`src/rtl/up_down_count_monitor.sv`:
```
// Receiving-side checker for a wrapping LO..HI up/down counter: infers direction, flags illegal
// steps and tallies wraps. Wrap tallies are built only when UP_DOWN_COUNT_MON_WRAP_CNT_EN is defined.
module up_down_count_monitor #(
    parameter int unsigned LO     = 3,
    parameter int unsigned HI     = 15,
    parameter int unsigned WRAP_W = 8
) (
    input  logic              clk,
    input  logic              rst_n,
    input  logic              sample_valid,
    input  logic [3:0]        count_in,
    input  logic              clr_err,
    output logic              dir,
    output logic              dir_valid,
    output logic              step_err,
    output logic              err_sticky,
    output logic [WRAP_W-1:0] wrap_up_cnt,
    output logic [WRAP_W-1:0] wrap_dn_cnt
);

    typedef enum logic [1:0] {StIdle, StTrack, StFault} state_e;

    localparam logic [4:0] LoW = 5'(LO);
    localparam logic [4:0] HiW = 5'(HI);

    state_e     state_q, state_d;
    logic [3:0] prev_q, prev_d;
    logic       dir_q, dir_d;
    logic       dir_valid_q, dir_valid_d;
    logic       step_err_q, step_err_d;
    logic       err_sticky_q, err_sticky_d;

    logic [4:0] cnt5, prev5;
    logic       in_range, is_hold, is_up, is_dn, track_step;

    // 5-bit arithmetic keeps prev+1 / prev-1 from aliasing across 0/15.
    assign cnt5       = {1'b0, count_in};
    assign prev5      = {1'b0, prev_q};
    assign in_range   = (cnt5 >= LoW) && (cnt5 <= HiW);
    assign is_hold    = (cnt5 == prev5);
    assign is_up      = ((prev5 != HiW) && (cnt5 == prev5 + 5'd1)) ||
                        ((prev5 == HiW) && (cnt5 == LoW));
    assign is_dn      = ((prev5 != LoW) && (cnt5 == prev5 - 5'd1)) ||
                        ((prev5 == LoW) && (cnt5 == HiW));
    assign track_step = !clr_err && sample_valid && (state_q == StTrack);

    always_comb begin
        state_d      = state_q;
        prev_d       = prev_q;
        dir_d        = dir_q;
        dir_valid_d  = dir_valid_q;
        step_err_d   = 1'b0;
        err_sticky_d = err_sticky_q;

        if (clr_err) begin
            state_d      = StIdle;
            err_sticky_d = 1'b0;
            dir_valid_d  = 1'b0;
        end else if (sample_valid) begin
            unique case (state_q)
                StIdle: begin
                    if (in_range) begin
                        prev_d  = count_in;
                        state_d = StTrack;
                    end else begin
                        step_err_d   = 1'b1;
                        err_sticky_d = 1'b1;
                        state_d      = StFault;
                    end
                end
                StTrack: begin
                    if (is_hold) begin
                        prev_d = count_in;
                    end else if (is_up) begin
                        prev_d      = count_in;
                        dir_d       = 1'b1;
                        dir_valid_d = 1'b1;
                    end else if (is_dn) begin
                        prev_d      = count_in;
                        dir_d       = 1'b0;
                        dir_valid_d = 1'b1;
                    end else begin
                        step_err_d   = 1'b1;
                        err_sticky_d = 1'b1;
                        state_d      = StFault;
                    end
                end
                StFault: ;
                default: state_d = StIdle;
            endcase
        end
    end

    always_ff @(posedge clk or negedge rst_n) begin
        if (!rst_n) begin
            state_q      <= StIdle;
            prev_q       <= LoW[3:0];
            dir_q        <= 1'b0;
            dir_valid_q  <= 1'b0;
            step_err_q   <= 1'b0;
            err_sticky_q <= 1'b0;
        end else begin
            state_q      <= state_d;
            prev_q       <= prev_d;
            dir_q        <= dir_d;
            dir_valid_q  <= dir_valid_d;
            step_err_q   <= step_err_d;
            err_sticky_q <= err_sticky_d;
        end
    end

    assign dir        = dir_q;
    assign dir_valid  = dir_valid_q;
    assign step_err   = step_err_q;
    assign err_sticky = err_sticky_q;

`ifdef UP_DOWN_COUNT_MON_WRAP_CNT_EN
    logic              wrap_up_evt, wrap_dn_evt;
    logic [WRAP_W-1:0] wrap_up_q, wrap_up_d, wrap_dn_q, wrap_dn_d;

    // Hold is excluded by construction: a wrap step always changes the value.
    assign wrap_up_evt = track_step && is_up && (prev5 == HiW);
    assign wrap_dn_evt = track_step && !is_up && is_dn && (prev5 == LoW);

    always_comb begin
        wrap_up_d = wrap_up_q;
        wrap_dn_d = wrap_dn_q;
        if (wrap_up_evt && (wrap_up_q != '1)) wrap_up_d = wrap_up_q + 1'b1;
        if (wrap_dn_evt && (wrap_dn_q != '1)) wrap_dn_d = wrap_dn_q + 1'b1;
    end

    always_ff @(posedge clk or negedge rst_n) begin
        if (!rst_n) begin
            wrap_up_q <= '0;
            wrap_dn_q <= '0;
        end else begin
            wrap_up_q <= wrap_up_d;
            wrap_dn_q <= wrap_dn_d;
        end
    end

    assign wrap_up_cnt = wrap_up_q;
    assign wrap_dn_cnt = wrap_dn_q;
`else
    logic unused_track;
    assign unused_track = track_step;
    assign wrap_up_cnt  = '0;
    assign wrap_dn_cnt  = '0;
`endif

endmodule

```
`config.mk`:
```
export PLATFORM = sky130hd
export DESIGN_NAME = up_down_count_monitor
export DESIGN_NICKNAME = d
export VERILOG_FILES = /design/src/rtl/up_down_count_monitor.sv
export SDC_FILE = /design/constraint.sdc
export NUM_CORES = 1
export LEC_CHECK = 0
export ABC_AREA = 1
export CAP_MARGIN = 5
export CORE_MARGIN = 2
export CORE_UTILIZATION = 43
export CTS_BUF_LIST = sky130_fd_sc_hd__clkbuf_4
export DETAILED_ROUTE_END_ITERATION = 8
export HOLD_SLACK_MARGIN = 0.02
export PLACE_DENSITY = 0.81
export RECOVER_POWER = 25
export REMOVE_ABC_BUFFERS = 1
export SLEW_MARGIN = 5
export SYNTH_ARGS = -nofsm -noshare
export SYNTH_HDL_FRONTEND = slang
export SYNTH_SLANG_ARGS = --single-unit
```
`constraint.sdc`:
```
create_clock -name clk -period 1.9 [get_ports clk]
set_input_delay 0.19 -clock clk [delete_from_list [all_inputs] [get_ports clk]]
set_output_delay 0.19 -clock clk [all_outputs]
set_load 0.03 [all_outputs]
```
==> impl_results.md, run 1 <==
- Outcome: complete, but fails checks
- Violated checks: negative setup slack
- IO Pins: 28
- Max Cap Violations: 0
- Deepest clock path buffer count: 2
- CTS tree: done
- Final setup violation count: 1
- Req. time, crit path: 2.05 ns
- Final cell area excluding filler cells: 0.00116 sq mm
- Via count: 967
- Die H: 50.3 microns
- Count of buffer and inverter cells on the critical path: 2
- H-tree depth: 1
- Largest net degree at the start of global routing: 11
- Dpl cell area: 0.00103 sq mm
- Die ar.: 0.00253 sq mm
- GRT Total Usage: 0.166
- FP Rows: 16
- CP Launch Type: flip-flop
- Worst vdd ir: 0.606 mV
- Avg WL per Cell: 10.9 microns
- Routed Antenna Nets: 0
- Die W: 50.3 microns
- Fin crit share: 1.00
- First-pass GRT wire length: 3.27 mm
- Initial DRT Pass Iterations: 4
- 1st-iter DRT viols: 34
- Mapped Area: 923 sq um
- DRC: 0
- Mean post-synth cell area: 6.41 sq um
- Clock Sinks: 10
- Clk_skew: 0.00604 ns
- Crit path max-delay family: simple AND/OR/NAND/NOR gates
- Total power per unit cell area: 1080 mW/mm^2
- Hold Path Class: in -> async
- Remaining global-route overflow: 0
- Synth top area share: 0.217
- Most frequent cells in the layout: nand2_1, conb_1, inv_1, nand3_1
- Leak: 0.641 nW
- Hold Worst Slack: 0.298 ns
- Cell taking the most area after synthesis: dfrtp_1
- Tmin final: 1.91 ns
- Vias in the first global route: 781
- Crit path DAT: 2.06 ns
- Hold Fails Final Rpt: 0
- Starting Density: 0.461
- Vias per cell: 4.96
- Inst Count DP: 185
- Worst skew pair latency: 0.26 ns
- Clock slew at reported path FFs: 0.06 ns
- Synth top area cells: dfrtp_1, nand2_1, buf_4
- Setup WS post-layout: -0.00835 ns
- CP endpoint kind: flip-flop
- NumNets Final: 179
- Core ar.: 0.00200 sq mm
- CTS buffer count: 3
- WS Path Type: reg -> reg
- Dpl hpwl: 1.59 mm
- Antenna diodes: 0
- Crit Path Max Fanout: 5
- Yosys warns: 0
- Layout cells sized above 1: 0.232
- RSZ-0062 raised after global routing: true
- Post-route insts no fill: 195
- Register area share after synthesis: 0.274
- Max Transition Viols Final: 0
- Root Driver: clkbuf_4
- Distinct cells, synth: 21
- CTS Hold Buffers Added: 0
- #FFs+latches synth: 10
- Initial antenna violation count: 0
- Placer congestion estimate: 0.894
- Most common cell after layout, fill and taps aside: nand2_1
- Maximum clock frequency: 524 MHz
- Critical path's most frequent cell: nand2_2
- Post-synthesis cell count: 144
- Worst path max stage delay: 0.57 ns
- Worst-path cell with the longest stage delay: dfstp_2
- Final wirelength: 2.13 mm
- CP Cell Sequence: inv_2 > ha_4 > inv_2 > nand2_2 > nand2_2 > nand3_2 > nor2_2 > a21oi_2 > nand2_2 > nand2_4 > nand3_2 > nand2_1 > nand2_1
- Syn-to-layout area delta: 25.7%
- PortBufs: 11
-- repair_timing --
action,in CTS,in global routing
gates cloned,0,0
buffers inserted,5,1
pin swaps,1,7
endpoints found under the setup margin,3,10
gates resized for setup,1,12
-- power breakdown --
group / leakage [nW] / total, mW / internal [mW] / switching, mW
clock network: 0.0154 / 0.143 / 0.0756 / 0.0675
registers: 0.125 / 0.349 / 0.280 / 0.0685
logic: 0.502 / 0.759 / 0.297 / 0.462
-- synthesized netlist by cell type --
cell type and n:
ha_1 2, inv_1 16, nor2_1 8, nand2_1 50
nand2_2 3, o21ai_0 1, nand4_2 1, a31oi_1 1
nand3_1 15, inv_2 3, buf_4 16, nand3_2 2
conb_1 1, dfstp_2 2, dfrtp_1 8, nand4_1 5
a21oi_1 2, o21ai_1 1, nor3_1 2, a21oi_2 3
nor4_1 2
-- through the flow --
step                TNS [ns]  utilization  total power [mW]  setup slack [ns]
finish              -0.00835        0.580              1.25          -0.00835
detailed placement   -0.0488        0.516             0.952           -0.0304
CTS                        0        0.551              1.16            0.0207
global route          -0.223        0.580              1.35           -0.0493
floorplan                  0            -             0.790             0.127
global placement           0        0.516             0.937            0.0424
-- area by class of cell --
type,instances,area [sq um]
Fill cell,184,841
Sequential cell,10,253
Clock inverter,1,3.75
Timing Repair Buffer,21,185
Tap cell,27,33.8
Inverter,19,71.3
Multi-Input combinational cell,114,592
Clock buffer,3,22.5
-- cell families (layout without fill, tap and decap cells) --
kind of cell	after synthesis	in the layout	synth area share
AO/OA/AOI/OAI	8	8	0.0569
adder cells (fa/ha/maj)	2	2	0.0271
buffers and inverters	35	44	0.207
flip-flops	10	10	0.274
other	1	16	0.00406
AND/OR/NAND/NOR	88	88	0.431
-- sequential cells by signal (all words and copies together) (netlist names) --
name	flops
dir_valid	1
prev_q	4
err_sticky	1
state_q	2
dir	1
step_err	1
-- routing by layer --
layer / wire (microns) / global-route usage
met5: 0 / 0
met4: 9 / 0.0405
met3: 170 / 0.0179
met2: 1030 / 0.268
met1: 919 / 0.237
-- final timing paths --
kind,startpoint,end,slack (ns),cells after the start
setup / recovery,prev_q[0],err_sticky,-0.008,13
max in group asynchronous,rst_n,prev_q[0],1.27,1
hold reg to reg,err_sticky,err_sticky,0.47,2
min in group clk,err_sticky,err_sticky,0.47,2
setup reg to reg,prev_q[0],err_sticky,-0.008,13
hold / removal,rst_n,state_q[0],0.30,1
Power figures use the tool's default switching activity.
==> inputs of run 2 (changes only) <==
--- a/config.mk
+++ b/config.mk
@@ -8,11 +8,11 @@
 export ABC_AREA = 1
 export CAP_MARGIN = 5
 export CORE_MARGIN = 2
-export CORE_UTILIZATION = 43
+export CORE_UTILIZATION = 40
 export CTS_BUF_LIST = sky130_fd_sc_hd__clkbuf_4
 export DETAILED_ROUTE_END_ITERATION = 8
 export HOLD_SLACK_MARGIN = 0.02
-export PLACE_DENSITY = 0.81
+export PLACE_DENSITY = 0.77
 export RECOVER_POWER = 25
 export REMOVE_ABC_BUFFERS = 1
 export SLEW_MARGIN = 5
==> run 2 against run 1 <==
Against the previous run: the flow now finishes without violations; critical endpoint is now dir; worst hold slack improved by 0.0078 ns; clock power rose by 8%; via count fell by 0.21%; sequential power barely moved; wire length rose by 3.4%; combinational power rose by 2%; first-iteration DRC count fell by 41%; power rose by 2.3%.
==> impl_results.md, run 2 (synthesis gave the netlist of run 1 again) <==
- Outcome: complete, no violations
- Vias in the first global route: 825 (+5.6%)
- Worst skew pair latency: 0.27 ns (about the same)
- CP Launch Point: prev_q[0]
- Worst vdd ir: 0.755 mV (+25%)
- CTS Hold Buffers Added: 0 (unchanged)
- Largest reg by FF count: prev_q
- Largest registers: prev_q x4, state_q x2
- CTS buffer count: 3 (unchanged)
- Die H: 52.0 microns (+3.4%)
- Final wirelength: 2.20 mm (+3.4%)
- Die W: 52.0 microns (+3.4%)
- DRC: 0 (unchanged)
- PortBufs: 11 (unchanged)
- First-pass GRT wire length: 3.37 mm (+3.2%)
- Layout Utilization: 0.547 (-0.0335)
- Antenna diodes: 0 (unchanged)
- Initial antenna violation count: 0 (unchanged)
- 1st-iter DRT viols: 20 (-41%)
- Hold Worst Slack: 0.305 ns (+0.00782 ns)
- Hold Path Class: in -> async
- Root Driver: clkbuf_4
- WS Path Type: reg -> reg
- Clock Sinks: 10 (unchanged)
- Initial DRT Pass Iterations: 4 (unchanged)
- Clk_skew: 0.00646 ns (+0.000422 ns)
- FP Rows: 17 (+1)
- Avg WL per Cell: 11.2 microns (+2.9%)
- Max Transition Viols Final: 0 (unchanged)
- Leak: 0.648 nW (+1.1%)
- Setup WS post-layout: 0.00674 ns (+0.0151 ns)
- H-tree depth: 1 (unchanged)
- Max reg flops: 4 (unchanged)
- Place WS: -0.00855 ns (+0.0218 ns)
- Crit path DAT: 2.10 ns (+0.04 ns)
- Total power per unit cell area: 1070 mW/mm^2 (-0.78%)
- Routed Antenna Nets: 0 (unchanged)
- Starting Density: 0.421 (-0.0398)
- CP endpoint kind: flip-flop
- Most common cell after layout, fill and taps aside: nand2_1
- Tmin final: 1.89 ns (-0.0151 ns)
- Largest net degree at the start of global routing: 11 (unchanged)
- Final cell area excluding filler cells: 0.00120 sq mm (+3.1%)
- Fin crit share: 0.996 (-0.00794)
- CP Launch Type: flip-flop
- Die ar.: 0.00271 sq mm (+6.9%)
- Layout cells sized above 1: 0.238 (+0.00595)
- Max Cap Violations: 0 (unchanged)
- Req. time, crit path: 2.11 ns (+0.06 ns)
- Maximum clock frequency: 528 MHz (+0.80%)
- Final setup violation count: 0 (-1)
- Syn-to-layout area delta: 29.7%
- IO Pins: 28 (unchanged)
- Hold Fails Final Rpt: 0 (unchanged)
- Dpl hpwl: 1.55 mm (-2.5%)
- Remaining global-route overflow: 0 (unchanged)
- NumNets Final: 179 (unchanged)
- Vias per cell: 4.92 (-0.72%)
- Crit Path Max Fanout: 3 (-2)
- GRT Total Usage: 0.168 (+0.00276)
- Via count: 965 (-0.21%)
- Design Power: 1.28 mW (+2.3%)
- CTS tree: done
- RSZ-0062 raised after global routing: true
- Fill count: 201 (+9.2%)
- Critical R2R Launch: prev_q[0]
- Most frequent cells in the layout: nand2_1, conb_1, inv_1, nand3_1
- Dpl cell area: 0.00104 sq mm (+0.85%)
- Deepest clock path buffer count: 2 (unchanged)
- Placer congestion estimate: 0.906 (+1.3%)
- Clock slew at reported path FFs: 0.07 ns (about the same)
- Core ar.: 0.00219 sq mm (+9.4%)
==> run 2: cell counts in the layout (fill, tap and decap cells not counted) <==
Identical to the previous run, type by type.
==> run 2: what timing repair did <==
action                                 in CTS  in global routing
setup endpoints to repair                   3                 10
endpoints found under the hold margin       0                  0
gates resized for setup                     0                 18
pin swaps                                   1                 10
setup buffers                               3                  2
==> run 2: metal layers <==
metal / vias up / part of all wire / track usage
met5: - / 0 / 0
met3: 5 / 0.058 / 0.0172
met1: 434 / 0.41 / 0.195
met4: 0 / 0.020 / 0.101
li1: 482 / - / -
met2: 44 / 0.51 / 0.295
==> run 2: worst paths after layout <==
check | slack (ns) | end | cells after the start
min in group clk | 0.49 | err_sticky | 2
max in group asynchronous | 1.24 | prev_q[0] | 1
hold reg to reg | 0.49 | err_sticky | 2
setup reg to reg | 0.007 | dir | 11
hold / removal | 0.31 | dir_valid | 1
setup / recovery | 0.007 | dir | 11
==> run 2: power by group <==
part / internal [mW] / switching, mW
clock: 0.0761 / 0.0785
combinational: 0.301 / 0.472
sequential: 0.280 / 0.0719
total: 0.657 / 0.623
==> run 2: stage by stage <==
stage	TNS (ns)	instances
final	0	196
after global placement	0	187
after floorplan	0	143
after detailed placement	-0.00855	187
after CTS	0	194
after global routing	-0.468	196
==> run 2: critical path, cell delays in order (launching register included) <==
cell     delay, ns
dfstp_2       0.56
inv_2         0.06
ha_4          0.27
nand2_1       0.09
nand2_2       0.09
nand3_2       0.08
nor2_2        0.12
a21oi_2       0.08
buf_4         0.14
buf_4         0.12
buf_4         0.12
o21ai_2       0.11
==> run 2: final cells by class <==
type                            instances  area [sq um]  area share
Multi-Input combinational cell        114           627       0.524
Tap cell                               28          35.0      0.0293
Timing Repair Buffer                   21           185       0.155
Clock inverter                          1          3.75     0.00313
Inverter                               19          71.3      0.0596
Clock buffer                            3          22.5      0.0188
Sequential cell                        10           253       0.211
==> inputs of run 3 (changes only) <==
--- a/config.mk
+++ b/config.mk
@@ -7,13 +7,12 @@
 export LEC_CHECK = 0
 export ABC_AREA = 1
 export CAP_MARGIN = 5
-export CORE_MARGIN = 2
 export CORE_UTILIZATION = 40
 export CTS_BUF_LIST = sky130_fd_sc_hd__clkbuf_4
 export DETAILED_ROUTE_END_ITERATION = 8
 export HOLD_SLACK_MARGIN = 0.02
 export PLACE_DENSITY = 0.77
-export RECOVER_POWER = 25
+export RECOVER_POWER = 100
 export REMOVE_ABC_BUFFERS = 1
 export SLEW_MARGIN = 5
 export SYNTH_ARGS = -nofsm -noshare
==> run 3 against run 2 <==
Against the previous run: non-clock buffer count down 2; clock power hardly changed; die area fell by 7.5%; via count shrank 3.6%; final cell count fell by 1.0%; design area shrank 2.7%; critical path type unchanged; largest cell class unchanged; largest power group unchanged.
==> impl_results.md, run 3 (synthesis gave the netlist of run 1 again) <==
- CP endpoint kind: flip-flop
- CTS Hold Buffers Added: 0 (unchanged)
- Largest registers: prev_q x4, state_q x2
- WP depth: 13 (+2)
- Worst-case reg-to-reg path depth: 13 (+2)
- Hold Path Class: in -> async
- GRT Total Usage: 0.189 (+0.0202)
- Avg WL per Cell: 10.8 microns (-3.6%)
- Design Power: 1.24 mW (-2.9%)
- Largest net degree at the start of global routing: 11 (unchanged)
- Req. time, crit path: 2.06 ns (-0.05 ns)
- Fin crit share: 0.976 (-0.0206)
- Initial antenna violation count: 0 (unchanged)
- Maximum clock frequency: 539 MHz (+2.1%)
- PortBufs: 11 (unchanged)
- CTS buffer count: 3 (unchanged)
- Hold Fails Final Rpt: 0 (unchanged)
- Worst path max stage delay: 0.55 ns (about the same)
- Inst Count DP: 187 (unchanged)
- Worst skew pair latency: 0.27 ns (about the same)
- Crit path max-delay family: simple AND/OR/NAND/NOR gates
- Root Driver: clkbuf_4
- Dpl hpwl: 1.56 mm (+0.32%)
- Die W: 50.0 microns (-3.8%)
- DRC: 0 (unchanged)
- Setup TNS: 0 ns (unchanged)
- Worst vdd ir: 0.737 mV (-2.3%)
- Count of buffer and inverter cells on the critical path: 2 (-2)
- Die ar.: 0.00250 sq mm (-7.5%)
- Post-route insts no fill: 194 (-1.0%)
- Tmin final: 1.85 ns (-0.0391 ns)
- Clk_skew: 0.00153 ns (-0.00493 ns)
- Vias in the first global route: 851 (+3.2%)
- Deepest clock path buffer count: 2 (unchanged)
- Most common cell after layout, fill and taps aside: nand2_1
- NumNets Final: 177 (-1.1%)
- Hold Worst Slack: 0.303 ns (-0.00272 ns)
- FP Rows: 17 (unchanged)
- Remaining global-route overflow: 0 (unchanged)
- Max Transition Viols Final: 0 (unchanged)
- Fill count: 224 (+11%)
- Crit path DAT: 2.02 ns (-0.08 ns)
- Placer congestion estimate: 0.934 (+3.1%)
- Via count: 930 (-3.6%)
- WS Path Type: reg -> reg
- Worst setup path end: err_sticky
- Multi-input combinational cell area: 609 sq um (-2.8%)
- Reg2reg setup slack: 0.05 ns (+0.04 ns)
- Leak: 0.645 nW (-0.58%)
- Die H: 50.0 microns (-3.8%)
- Largest reg by FF count: prev_q
- First-pass GRT wire length: 3.59 mm (+6.5%)
- Crit Path Max Fanout: 5 (+2)
- Max reg flops: 4 (unchanged)
- Critical R2R Launch: prev_q[0]
- IO Pins: 28 (unchanged)
- Final setup violation count: 0 (unchanged)
- CP Launch Point: prev_q[0]
- CP Launch Type: flip-flop
- Syn-to-layout area delta: 26.2%
- 1st-iter DRT viols: 30 (+50%)
- Vias per cell: 4.79 (-2.6%)
- Layout cells sized above 1: 0.229 (-0.00918)
- Worst r2r dst: err_sticky
- Final wirelength: 2.10 mm (-4.6%)
- Max Cap Violations: 0 (unchanged)
- CTS tree: done
- Initial DRT Pass Iterations: 4 (unchanged)
- Worst-path cell with the longest stage delay: dfstp_2
- Clock Sinks: 10 (unchanged)
- CP Cell Sequence: inv_2 > ha_4 > inv_2 > nand2_2 > nand2_2 > nand3_2 > nor2_2 > a21oi_2 > nand2_2 > nand2_4 > nand3_2 > nand2_1 > nand2_1
- Most frequent cells in the layout: nand2_1, conb_1, inv_1, nand3_1
- Outcome: complete, no violations
- Dpl cell area: 0.00104 sq mm (unchanged)
- Routed Antenna Nets: 0 (unchanged)
- Register Area: 253 sq um (unchanged)
- RSZ-0062 raised after global routing: true
- Critical path's most frequent cell: nand2_2
- Final cell area excluding filler cells: 0.00116 sq mm (-2.7%)
- H-tree depth: 1 (unchanged)
- Starting Density: 0.421 (unchanged)
- Antenna diodes: 0 (unchanged)
- Total power per unit cell area: 1070 mW/mm^2 (-0.23%)
- Core ar.: 0.00219 sq mm (unchanged)
- Clock slew at reported path FFs: 0.07 ns (about the same)
run 3: what timing repair did:
action / CTS / global route
gates cloned: 0 / 0
resized for setup: 0 / 16
setup buffers: 2 / 1
endpoints found under the setup margin: 4 / 10
pin swaps: 1 / 10
run 3: worst min-delay path by stage:
stage	start	cells past startpoint	end	slack [ns]
after global placement	err_sticky	2	err_sticky	0.46
after global routing	rst_n	1	state_q[1]	0.33
after CTS	rst_n	1	dir_valid	0.24
after floorplan	rst_n	0	dir	-0.11
after detailed placement	dir_valid	2	dir_valid	0.48
final	rst_n	1	dir_valid	0.30
run 3: through the flow:
stage / setup slack [ns] / utilization
4_1_cts: 0.00637 / 0.495
2_1_floorplan: 0.127 / -
6_report: 0.0458 / 0.532
5_1_grt: -0.0675 / 0.532
3_5_place_dp: -0.0179 / 0.476
3_3_place_gp: 0.0447 / 0.476
run 3: power breakdown:
part | internal [mW] | switching [mW]
clock network | 0.0761 | 0.0765
logic | 0.281 | 0.463
registers | 0.280 | 0.0660
total | 0.637 | 0.605
run 3: layout make-up:
type                       instances  share of cell area
multi-input combinational        114               0.523
clock buffer                       3              0.0193
sequential                        10               0.217
timing repair buffer              19               0.146
tap                               28              0.0301
clock inverter                     1             0.00322
inverter                          19              0.0612
run 3: layer usage:
metal | vias to the layer above | wire length (microns) | global-route usage
li1 | 471 | - | -
met2 | 32 | 1070 | 0.311
met5 | - | 0 | 0
met4 | 0 | 59 | 0.114
met1 | 420 | 888 | 0.231
met3 | 7 | 82 | 0.0216
